`src/rtl/vga_sync_generator_if.sv`:
```
// Timing bundle between the VGA sync generator and its downstream consumer
// (Color_Manager and the VGA output pins).
interface vga_sync_generator_if #(
  parameter int COUNTER_WIDTH = 10
);
   logic                     Enable;
   logic                     Pixel_Tick;
   logic                     HSync;
   logic                     VSync;
   logic                     Video_On;
   logic [COUNTER_WIDTH-1:0] H_Count;
   logic [COUNTER_WIDTH-1:0] V_Count;
   logic                     Frame_Start;
   logic [15:0]              Frame_Count;

   modport master (
      input  Enable,
      output Pixel_Tick, HSync, VSync, Video_On, H_Count, V_Count, Frame_Start, Frame_Count
   );

   modport slave (
      output Enable,
      input  Pixel_Tick, HSync, VSync, Video_On, H_Count, V_Count, Frame_Start, Frame_Count
   );
endinterface

```
`src/rtl/vga_sync_generator.sv`:
```
// VGA HSync/VSync and pixel/line position generator, counted in divided pixel ticks.
// Optional frame counter enabled by defining VGA_FRAME_COUNTER_EN.
module vga_sync_generator #(
  parameter int CLK_DIV       = 4,
  parameter int H_VISIBLE     = 640,
  parameter int H_FRONT       = 16,
  parameter int H_SYNC        = 96,
  parameter int H_BACK        = 48,
  parameter int V_VISIBLE     = 480,
  parameter int V_FRONT       = 10,
  parameter int V_SYNC        = 2,
  parameter int V_BACK        = 33,
  parameter int COUNTER_WIDTH = 10,
  parameter bit SYNC_POLARITY = 1'b0
) (
   input  logic               Clk_i,
   input  logic               Rst_i,
   vga_sync_generator_if.master vga_io
);
   localparam int CW      = COUNTER_WIDTH;
   localparam int H_TOTAL = H_VISIBLE + H_FRONT + H_SYNC + H_BACK;
   localparam int V_TOTAL = V_VISIBLE + V_FRONT + V_SYNC + V_BACK;
   localparam int DIV_W   = (CLK_DIV > 1) ? $clog2(CLK_DIV) : 1;

   localparam logic [DIV_W-1:0] DIV_MAX  = DIV_W'(CLK_DIV - 1);
   localparam logic [CW-1:0]    H_LAST   = CW'(H_TOTAL - 1);
   localparam logic [CW-1:0]    V_LAST   = CW'(V_TOTAL - 1);
   localparam logic [CW-1:0]    H_VIS    = CW'(H_VISIBLE);
   localparam logic [CW-1:0]    V_VIS    = CW'(V_VISIBLE);
   localparam logic [CW-1:0]    HS_START = CW'(H_VISIBLE + H_FRONT);
   localparam logic [CW-1:0]    HS_END   = CW'(H_VISIBLE + H_FRONT + H_SYNC);
   localparam logic [CW-1:0]    VS_START = CW'(V_VISIBLE + V_FRONT);
   localparam logic [CW-1:0]    VS_END   = CW'(V_VISIBLE + V_FRONT + V_SYNC);
   localparam logic             ACT      = SYNC_POLARITY;

   typedef enum logic {IDLE, RUN} state_e;

   state_e           state_q, state_d;
   logic [DIV_W-1:0] div_q, div_d;
   logic [CW-1:0]    h_q, h_d, v_q, v_d;
   logic             tick_q, tick_d, hs_q, hs_d, vs_q, vs_d;
   logic             von_q, von_d, fs_q, fs_d;
   logic             run_d, tick_now, frame_wrap;

   always_ff @(posedge Clk_i or negedge Rst_i) begin
      if (!Rst_i) begin
         state_q <= IDLE;
         div_q   <= '0;
         h_q     <= '0;
         v_q     <= '0;
         tick_q  <= 1'b0;
         hs_q    <= ~ACT;
         vs_q    <= ~ACT;
         von_q   <= 1'b0;
         fs_q    <= 1'b0;
      end else begin
         state_q <= state_d;
         div_q   <= div_d;
         h_q     <= h_d;
         v_q     <= v_d;
         tick_q  <= tick_d;
         hs_q    <= hs_d;
         vs_q    <= vs_d;
         von_q   <= von_d;
         fs_q    <= fs_d;
      end
   end

   always_comb begin
      state_d    = state_q;
      div_d      = '0;
      h_d        = '0;
      v_d        = '0;
      fs_d       = 1'b0;
      frame_wrap = 1'b0;
      tick_now   = (div_q == DIV_MAX);
      case (state_q)
         IDLE: begin
            // Entering RUN lands on (0,0) with a fresh divider: that is a frame start.
            if (vga_io.Enable) begin
               state_d = RUN;
               fs_d    = 1'b1;
            end
         end
         RUN: begin
            if (!vga_io.Enable) begin
               state_d = IDLE;
            end else begin
               div_d = tick_now ? '0 : div_q + 1'b1;
               h_d   = h_q;
               v_d   = v_q;
               if (tick_now) begin
                  if (h_q == H_LAST) begin
                     h_d        = '0;
                     v_d        = (v_q == V_LAST) ? '0 : v_q + 1'b1;
                     frame_wrap = (v_q == V_LAST);
                  end else begin
                     h_d = h_q + 1'b1;
                  end
               end
               fs_d = frame_wrap;
            end
         end
         default: state_d = IDLE;
      endcase

      // Outputs are decoded from the next-state counts so they align with them.
      run_d  = (state_d == RUN);
      tick_d = run_d && (div_d == DIV_MAX);
      hs_d   = (run_d && h_d >= HS_START && h_d < HS_END) ? ACT : ~ACT;
      vs_d   = (run_d && v_d >= VS_START && v_d < VS_END) ? ACT : ~ACT;
      von_d  = run_d && (h_d < H_VIS) && (v_d < V_VIS);
   end

`ifdef VGA_FRAME_COUNTER_EN
   logic [15:0] fc_q, fc_d;

   always_comb begin
      fc_d = fc_q;
      if (state_d != RUN)  fc_d = '0;
      else if (frame_wrap) fc_d = fc_q + 16'd1;
   end

   always_ff @(posedge Clk_i or negedge Rst_i) begin
      if (!Rst_i) fc_q <= '0;
      else        fc_q <= fc_d;
   end

   assign vga_io.Frame_Count = fc_q;
`else
   assign vga_io.Frame_Count = 16'd0;
`endif

   assign vga_io.Pixel_Tick  = tick_q;
   assign vga_io.HSync       = hs_q;
   assign vga_io.VSync       = vs_q;
   assign vga_io.Video_On    = von_q;
   assign vga_io.H_Count     = h_q;
   assign vga_io.V_Count     = v_q;
   assign vga_io.Frame_Start = fs_q;
endmodule

```
`src/flat_wrapper.sv`:
```
// flat-port wrapper written by rule: the top's interface ports become plain ports
module vga_sync_generator_flat 
#(
  parameter int CLK_DIV       = 4,
  parameter int H_VISIBLE     = 640,
  parameter int H_FRONT       = 16,
  parameter int H_SYNC        = 96,
  parameter int H_BACK        = 48,
  parameter int V_VISIBLE     = 480,
  parameter int V_FRONT       = 10,
  parameter int V_SYNC        = 2,
  parameter int V_BACK        = 33,
  parameter int COUNTER_WIDTH = 10,
  parameter bit SYNC_POLARITY = 1'b0
)
  (Clk_i, Rst_i, vga_io_Enable, vga_io_Pixel_Tick, vga_io_HSync, vga_io_VSync, vga_io_Video_On, vga_io_H_Count, vga_io_V_Count, vga_io_Frame_Start, vga_io_Frame_Count);
  vga_sync_generator_if #(.COUNTER_WIDTH(COUNTER_WIDTH)) vga_io_i ();
  input  logic Clk_i;
  input  logic Rst_i;
  input wire logic [$bits(vga_io_i.Enable)-1:0] vga_io_Enable;
  output wire logic [$bits(vga_io_i.Pixel_Tick)-1:0] vga_io_Pixel_Tick;
  output wire logic [$bits(vga_io_i.HSync)-1:0] vga_io_HSync;
  output wire logic [$bits(vga_io_i.VSync)-1:0] vga_io_VSync;
  output wire logic [$bits(vga_io_i.Video_On)-1:0] vga_io_Video_On;
  output wire logic [$bits(vga_io_i.H_Count)-1:0] vga_io_H_Count;
  output wire logic [$bits(vga_io_i.V_Count)-1:0] vga_io_V_Count;
  output wire logic [$bits(vga_io_i.Frame_Start)-1:0] vga_io_Frame_Start;
  output wire logic [$bits(vga_io_i.Frame_Count)-1:0] vga_io_Frame_Count;
  assign vga_io_i.Enable = vga_io_Enable;
  assign vga_io_Pixel_Tick = vga_io_i.Pixel_Tick;
  assign vga_io_HSync = vga_io_i.HSync;
  assign vga_io_VSync = vga_io_i.VSync;
  assign vga_io_Video_On = vga_io_i.Video_On;
  assign vga_io_H_Count = vga_io_i.H_Count;
  assign vga_io_V_Count = vga_io_i.V_Count;
  assign vga_io_Frame_Start = vga_io_i.Frame_Start;
  assign vga_io_Frame_Count = vga_io_i.Frame_Count;
  vga_sync_generator #(.CLK_DIV(CLK_DIV), .H_VISIBLE(H_VISIBLE), .H_FRONT(H_FRONT), .H_SYNC(H_SYNC), .H_BACK(H_BACK), .V_VISIBLE(V_VISIBLE), .V_FRONT(V_FRONT), .V_SYNC(V_SYNC), .V_BACK(V_BACK), .COUNTER_WIDTH(COUNTER_WIDTH), .SYNC_POLARITY(SYNC_POLARITY)) u_core (.Clk_i(Clk_i), .Rst_i(Rst_i), .vga_io(vga_io_i));
endmodule
```
`config.mk`:
```
export PLATFORM = sky130hd
export DESIGN_NAME = vga_sync_generator_flat
export DESIGN_NICKNAME = d
export VERILOG_FILES = /design/src/rtl/vga_sync_generator_if.sv /design/src/rtl/vga_sync_generator.sv /design/src/flat_wrapper.sv
export SDC_FILE = /design/constraint.sdc
export NUM_CORES = 1
export LEC_CHECK = 0
export ABC_CLOCK_PERIOD_IN_PS = 4050
export CORE_UTILIZATION = 28
export DETAILED_ROUTE_END_ITERATION = 12
export GPL_ROUTABILITY_DRIVEN = 0
export GPL_TIMING_DRIVEN = 0
export PLACE_DENSITY_LB_ADDON = 0.15
export SETUP_SLACK_MARGIN = 0.3
export SYNTH_ARGS = -nofsm -noshare
export SYNTH_HDL_FRONTEND = slang
export SYNTH_SLANG_ARGS = --single-unit
```
`constraint.sdc`:
```
create_clock -name Clk_i -period 4.05 [get_ports Clk_i]
set_input_delay 1.0125 -clock Clk_i [delete_from_list [all_inputs] [get_ports Clk_i]]
set_output_delay 1.0125 -clock Clk_i [all_outputs]
set_load 0.005 [all_outputs]
```
==> results by group, run 1 <==
Synth
  – Synth cell types: between 50 and 60
  – Fraction of registers with async set/reset: 100%
  – Largest family of logic cells by synthesized area: simple AND/OR/NAND/NOR gates
  – Adder-Cell Fraction of Synth Area: approximately 3.0%
  – Post-synth EDFFs: 0
  – Post-Syn Area per Cell: 9.59 um^2
  – Post-synthesis sequential element count: 28
  – Post-synthesis xor/xnor area fraction: 5.22%
  – Post-synthesis simple-gate area fraction: a little over a quarter
  – Yosys warning count: 0
  – Complex-gate fraction of the synthesized area: around 12%
  – Post-Synthesis Cell Area: 1680 um^2
  – Mux cell area share after synthesis: 0.597%
  – Register area share after synthesis: between 40% and 50%
  – Predominant post-synthesis flop cell: dfrtp_1
  – Mapped Cells: 175

GRT
  – Met1 Track Usage GR: roughly 20%
  – Busiest layer in global routing: met2
  – M3 GR Usage: between 2 and 3%
  – First-pass GRT wire length: between 6000 and 7000 um
  – Grt ovf: 0
  – Initial antenna violation count: 0
  – Largest net degree at the start of global routing: 29
  – GRT Total Usage: approximately 14%
  – Vias in the first global route: 1312
  – Met2 Use GR: between 20% and 30%

Clock tree
  – Clk Latency, worst-skew pair: between 0.2 and 0.3 ns
  – CTS Sinks: 28
  – Total CTS buffers: 3
  – Worst-path clk slew: about 0.1 ns
  – Hold_buf cts: 0
  – Postcts setup bufs: 0
  – Resized cells post-CTS: 0
  – Root buf cell: clkbuf_8
  – CTS HTree Levels: 1
  – CTS tree: yes
  – Max Root-Sink Buffers: 2

STA
  – Slew Viols, Final: 0
  – Fin crit period: 2.87 ns
  – Fmax: about 350 MHz
  – Slew @ Worst Pin: 0.642 ns
  – Final setup vio count: 0
  – Final hold violations: 0
  – RSZ-0062 raised after global routing: false
  – Max_slew headroom: a little under three fifths
  – Worst setup margin: 1.18 ns
  – Final Skew: about 0.005 ns
  – Final period utilization: between 70% and 80%
  – TNS Setup: 0 ns
  – Final hold slack: roughly 0.46 ns

Layout
  – Area growth syn-to-layout: 27.8%
  – Antenna diode count: 0
  – Fin nets: around 230
  – Area occupied by multi-input gates: between 800 and 900 um^2
  – Fill cell count: just under 600
  – Storage cell area: 703 um^2
  – Final Util: 38.0%
  – Final std cells w/o fill: between 200 and 300
  – Share of layout cells above drive strength 1: about a fifth

Floorplan
  – Rows: 27
  – Die X: between 70 and 80 um
  – Die Height: approximately 79 um
  – Initial Util: 29.7%
  – IO Count: 44
  – Die area: ~6300 um^2
  – CORE AREA: between 5000 and 6000 um^2

Worst setup path
  – Worst EP arrival: 3.07 ns
  – CP Class: reg2reg
  – Crit. End Element: flip-flop
  – CP Launch Type: flip-flop
  – Worst endpoint required time: approximately 4.3 ns
  – Max FO, Critical Path: 6
  – Worst reg2reg path depth: 7

Placed design
  – I/O Buffers: 27
  – Dpl cells: approximately 290
  – Hpwl dp: 2920 um
  – Pre-CTS setup slack: 0.968 ns

Routing
  – DRC Markers: 0
  – ANT nets after route: 0
  – Initial DRC count: 70
  – Via density: 4.81
  – DRT Pass-1 Iters: 4
  – Vias: between 1000 and 1500
  – DRT Wirelength: 4040 um
  – Routed WL per cell: around 14 um

Hold path
  – Tightest Hold Check Type: reg2reg
  – WHS Path Cells: 1

Pwr
  – Leakage power: 0.864 nW
  – Pwr/cell area: approximately 230 nW/um^2
  – Sw frac: about 22%
  – Flop pwr share: 57.1%
  – Worst vdd ir: roughly 0.00015 V
  – Sw power: about 110 uW
  – Clock Power Share: between 30% and 40%
  – Combinational share of power: a little over 7%
  – Cell internal pwr: between 300 and 400 uW

Outcome
  – Status: complete, no violations

Job
  – Max-Cap Viols: 0
-- layout make-up --
cell class	instances	area share, %
Buffer	19	6.83
Clock buffer	4	2.57
Inverter	5	0.875
Multi-Input combinational cell	138	40.4
Sequential cell	28	32.8
Tap cell	72	4.20
Timing Repair Buffer	27	12.4
-- stage by stage --
stage | total power [mW] | area [um^2]
2_1_floorplan | 0.311 | 1730
3_3_place_gp | 0.325 | 2090
3_5_place_dp | 0.325 | 2090
4_1_cts | 0.508 | 2150
5_1_grt | 0.522 | 2140
6_report | 0.496 | 2140
-- registers in the layout, indices dropped and copies added (netlist names) --
name / cells
u_core.vga_io.Frame_Start: 1
u_core.vga_io.Pixel_Tick: 1
u_core.vga_io.HSync: 1
u_core.state_q: 1
u_core.vga_io.H_Count: 10
u_core.vga_io.V_Count: 10
u_core.div_q: 2
u_core.vga_io.VSync: 1
u_core.vga_io.Video_On: 1
-- power by group through the flow --
stage	clock (mW)	sequential, mW	combinational [mW]
6_report	0.177	0.283	0.0357
5_1_grt	0.197	0.284	0.0404
4_1_cts	0.188	0.284	0.0364
3_5_place_dp	0	0.289	0.0364
3_3_place_gp	0	0.289	0.0362
2_1_floorplan	0	0.289	0.0217
-- Yosys cell counts (all sizes together), types with 3 or more instances --
| library cell | number | area, um^2 |
|---|---|---|
| a21oi | 9 | 48.8 |
| and3 | 6 | 40.0 |
| buf | 18 | 133 |
| dfrtp | 26 | 651 |
| ha | 4 | 50.1 |
| inv | 5 | 18.8 |
| nand2 | 16 | 62.6 |
| nand3 | 3 | 27.5 |
| nand4 | 6 | 43.8 |
| nor2 | 19 | 71.3 |
| nor3 | 6 | 30.0 |
| o21ai | 5 | 28.8 |
| or3 | 5 | 37.5 |
| or4 | 4 | 38.8 |
| xnor2 | 6 | 52.6 |
| xor2 | 4 | 35.0 |
-- layer usage --
metal | vias to the layer above | share of wire, %
met3 | 2 | 3.4
li1 | 693 | -
met1 | 681 | 50
met5 | - | 0
met4 | 0 | 0.30
met2 | 32 | 46
-- worst paths after layout --
path	from	to	slack, ns
min reg2reg	u_core.div_q[0]	u_core.div_q[0]	0.46
min	u_core.div_q[0]	u_core.div_q[0]	0.46
max	u_core.vga_io.H_Count[0]	u_core.vga_io.VSync	1.18
min in group asynchronous	Rst_i	u_core.vga_io.Frame_Start	0.75
max reg2reg	u_core.vga_io.H_Count[0]	u_core.vga_io.VSync	1.18
max in group asynchronous	Rst_i	u_core.vga_io.H_Count[9]	2.89
-- cells in the final DEF, fill, tap and decap left out, types with 3 or more instances in the layout --
master / n
clkbuf_8: 5
xor2_1: 4
conb_1: 16
nand2_1: 15
or3_1: 3
o21ai_0: 4
a21oi_1: 8
nand4_1: 5
clkdlybuf4s50_1: 26
ha_1: 4
nor2_1: 19
nor3_1: 6
xnor2_1: 6
and3_1: 4
buf_4: 17
inv_1: 5
dfrtp_1: 26
-- critical path, cell delays in order (launching register included) --
cell	delay, ns
dfrtp_1	0.45
ha_1	0.27
nand4_1	0.28
nor3_1	0.48
a41oi_1	0.19
a211oi_1	0.37
nand4b_1	0.21
or4_1	0.53
-- logic make-up after synthesis --
| group | Yosys count |
|---|---|
| AOI/OAI and AO/OA | 30 |
| xor gates and xnor gates | 10 |
| adders and majority gates | 4 |
| buffers and inverters | 24 |
| DFF | 28 |
| muxes | 1 |
| other | 1 |
| and+or+nand+nor | 77 |
Power figures use the tool's default switching activity.
==> run 2, diff against run 1 <==
- ABC_CLOCK_PERIOD_IN_PS: 4050 -> 2900
- clock period: 4.05 -> 2.9 ns (I/O delays scaled with it)
==> results by group, run 2 (same netlist as run 1, synthesis figures left out) <==
Outcome
  – Status: complete, no violations

Routing
  – DRT Pass-1 Iters: 4 (unchanged)
  – ANT nets after route: 0 (unchanged)
  – DRC Markers: 0 (unchanged)
  – Via density: 4.71 (-2.0%)
  – Vias: 1432 (+1.7%)
  – Routed WL per cell: 13.5 um (-1.9%)
  – Initial DRC count: 86 (+23%)
  – DRT Wirelength: 4120 um (+1.8%)

Placed design
  – I/O Buffers: 27 (unchanged)
  – Hpwl dp: 2920 um (unchanged)
  – DP Area: 2090 um^2 (unchanged)
  – Dpl cells: 289 (unchanged)

Clock tree
  – Root buf cell: clkbuf_8
  – Hold_buf cts: 0 (unchanged)
  – CTS Sinks: 28 (unchanged)
  – Total CTS buffers: 3 (unchanged)
  – Clk Latency, worst-skew pair: 0.28 ns (about the same)
  – Max Root-Sink Buffers: 2 (unchanged)
  – CTS tree: yes
  – CTS HTree Levels: 1 (unchanged)
  – Worst-path clk slew: 0.10 ns (about the same)

Layout
  – Area occupied by multi-input gates: 915 um^2 (+5.6%)
  – Fill cell count: 568 (-2.1%)
  – Share of layout cells above drive strength 1: 25.9% (+6.9 points)
  – Fin nets: 240 (+4.8%)
  – Commonest non-fill, non-tap cell in the layout: buf_4
  – Most frequent cells in the layout: buf_4 (28), clkdlybuf4s50_1 (26), dfrtp_1 (26), nor2_1 (19), conb_1 (16)
  – Antenna diode count: 0 (unchanged)
  – Area growth syn-to-layout: 35.6%
  – Storage cell area: 703 um^2 (unchanged)
  – Post-route cell area: 2280 um^2 (+6.1%)
  – Final std cells w/o fill: 304 (+3.8%)

Floorplan
  – IO Count: 44 (unchanged)
  – Initial Util: 29.7% (unchanged)
  – Die area: 6310 um^2 (unchanged)
  – Rows: 27 (unchanged)
  – CORE AREA: 5640 um^2 (unchanged)
  – Die X: 79.4 um (unchanged)
  – Die Height: 79.4 um (unchanged)

Pwr
  – Sw frac: 22.3% (+0.10 points)
  – Flop pwr share: 56.8% (-0.3 points)
  – Pwr/cell area: 306 nW/um^2 (+32%)
  – Combinational share of power: 7.6% (+0.4 points)
  – Leakage power: 0.930 nW (+7.6%)
  – Clock Power Share: 35.6% (about the same)
  – Cell internal pwr: 541 uW (+40%)
  – Sw power: 155 uW (+41%)
  – Worst vdd ir: 0.000214 V (+40%)

Worst setup path
  – Worst EP arrival: 2.69 ns (-0.38 ns)
  – Setup crit end: u_core.vga_io.VSync
  – Family with the most delay on the worst path: simple AND/OR/NAND/NOR gates
  – Crit. End Element: flip-flop
  – Sequence of cells on the critical path: ha_1 > buf_4 > nand4_1 > or4_4 > o21ai_4 > a21oi_1 > o21bai_1 > or4_1
  – Slowest stage cell, crit path: or4_4
  – Reg2reg setup slack: 0.41 ns (-0.78 ns)
  – Max FO, Critical Path: 10 (+4)
  – CP max stage delay: 0.58 ns (+0.05 ns)
  – Worst endpoint required time: 3.10 ns (-1.15 ns)
  – FF-to-FF End: u_core.vga_io.VSync
  – CP Launch Type: flip-flop
  – CP Class: reg2reg
  – Worst setup startpoint: u_core.div_q[0]
  – RR Startpoint: u_core.div_q[0]
  – Buf/Inv on CP: 1 (+1)
  – Levels on crit path: 8 (+1)
  – Worst reg2reg path depth: 8 (+1)

STA
  – Slew @ Worst Pin: 0.645 ns (+0.00279 ns)
  – Final setup vio count: 0 (unchanged)
  – Slew Viols, Final: 0 (unchanged)
  – Fin crit period: 2.49 ns (-0.373 ns)
  – RSZ-0062 raised after global routing: false
  – Fmax: 401 MHz (+15%)
  – Final Skew: 0.00476 ns (-0.000255 ns)
  – TNS Setup: 0 ns (unchanged)
  – Final hold slack: 0.457 ns (-0.000447 ns)
  – Final hold violations: 0 (unchanged)
  – Final period utilization: 86.0% (+15 points)
  – Max_slew headroom: 57.0% (-0.19 points)

GRT
  – Initial antenna violation count: 0 (unchanged)
  – GRT Total Usage: 13.8% (+0.073 points)
  – First-pass GRT wire length: 6720 um (+0.72%)
  – Vias in the first global route: 1325 (+0.99%)
  – Largest net degree at the start of global routing: 29 (unchanged)
  – Grt ovf: 0 (unchanged)

Hold path
  – Tightest Hold Check Type: in2async

Job
  – Max-Cap Viols: 0 (unchanged)
-- run 2: power groups by stage --
| stage | logic [mW] | clock network (mW) | registers [mW] |
|---|---|---|---|
| 2_1_floorplan | 0.0304 | 0 | 0.404 |
| 3_3_place_gp | 0.0506 | 0 | 0.403 |
| 3_5_place_dp | 0.0509 | 0 | 0.403 |
| 4_1_cts | 0.0510 | 0.263 | 0.396 |
| 5_1_grt | 0.0593 | 0.274 | 0.397 |
| 6_report | 0.0527 | 0.248 | 0.396 |
-- run 2: what timing repair did --
action                                  CTS  global route
pin swaps                                 1             4
resized for setup                         3             7
endpoints found under the setup margin    1             1
cloned                                    0             0
setup buffers                             3             8
-- run 2: per-stage QoR --
step	power, mW	util, %	setup slack, ns
after floorplan	0.434	-	0.520
after global placement	0.454	37.1	0.108
after detailed placement	0.454	37.1	0.106
after CTS	0.710	38.7	0.310
after global routing	0.730	40.3	0.283
final	0.697	40.3	0.407
-- run 2: final cells by class --
class / instances / share of cell area [%]
multi-input combinational: 138 / 40.2
sequential: 28 / 30.9
clock buffer: 4 / 2.42
timing repair buffer: 38 / 15.3
buffer: 19 / 6.43
inverter: 5 / 0.825
tap: 72 / 3.96
-- run 2: how the worst min path moves through the flow --
stage | startpoint | to | slack, ns | depth (start not counted)
after floorplan | u_core.div_q[0] | u_core.div_q[0] | 0.42 | 1
after global placement | u_core.div_q[0] | u_core.div_q[0] | 0.44 | 1
after detailed placement | u_core.div_q[0] | u_core.div_q[0] | 0.44 | 1
after CTS | u_core.div_q[0] | u_core.div_q[0] | 0.46 | 1
after global routing | u_core.div_q[0] | u_core.div_q[0] | 0.48 | 1
final | Rst_i | u_core.vga_io.Frame_Start | 0.46 | 1
-- run 2: per-layer routing --
layer	vias up	track usage, %	part of all wire, %
met5	-	0	0
met4	0	2.18	0.29
met3	2	2.63	3.8
met2	33	22.1	46
met1	685	19.5	50
li1	712	-	-
-- run 2: worst register-to-register path, stage by stage, from the launching register on --
cell and delay, ns:
dfrtp_1 0.36, ha_1 0.14, buf_4 0.17, nand4_1 0.18, or4_4 0.58, o21ai_4 0.22, a21oi_1 0.12, o21bai_1 0.18
or4_1 0.46
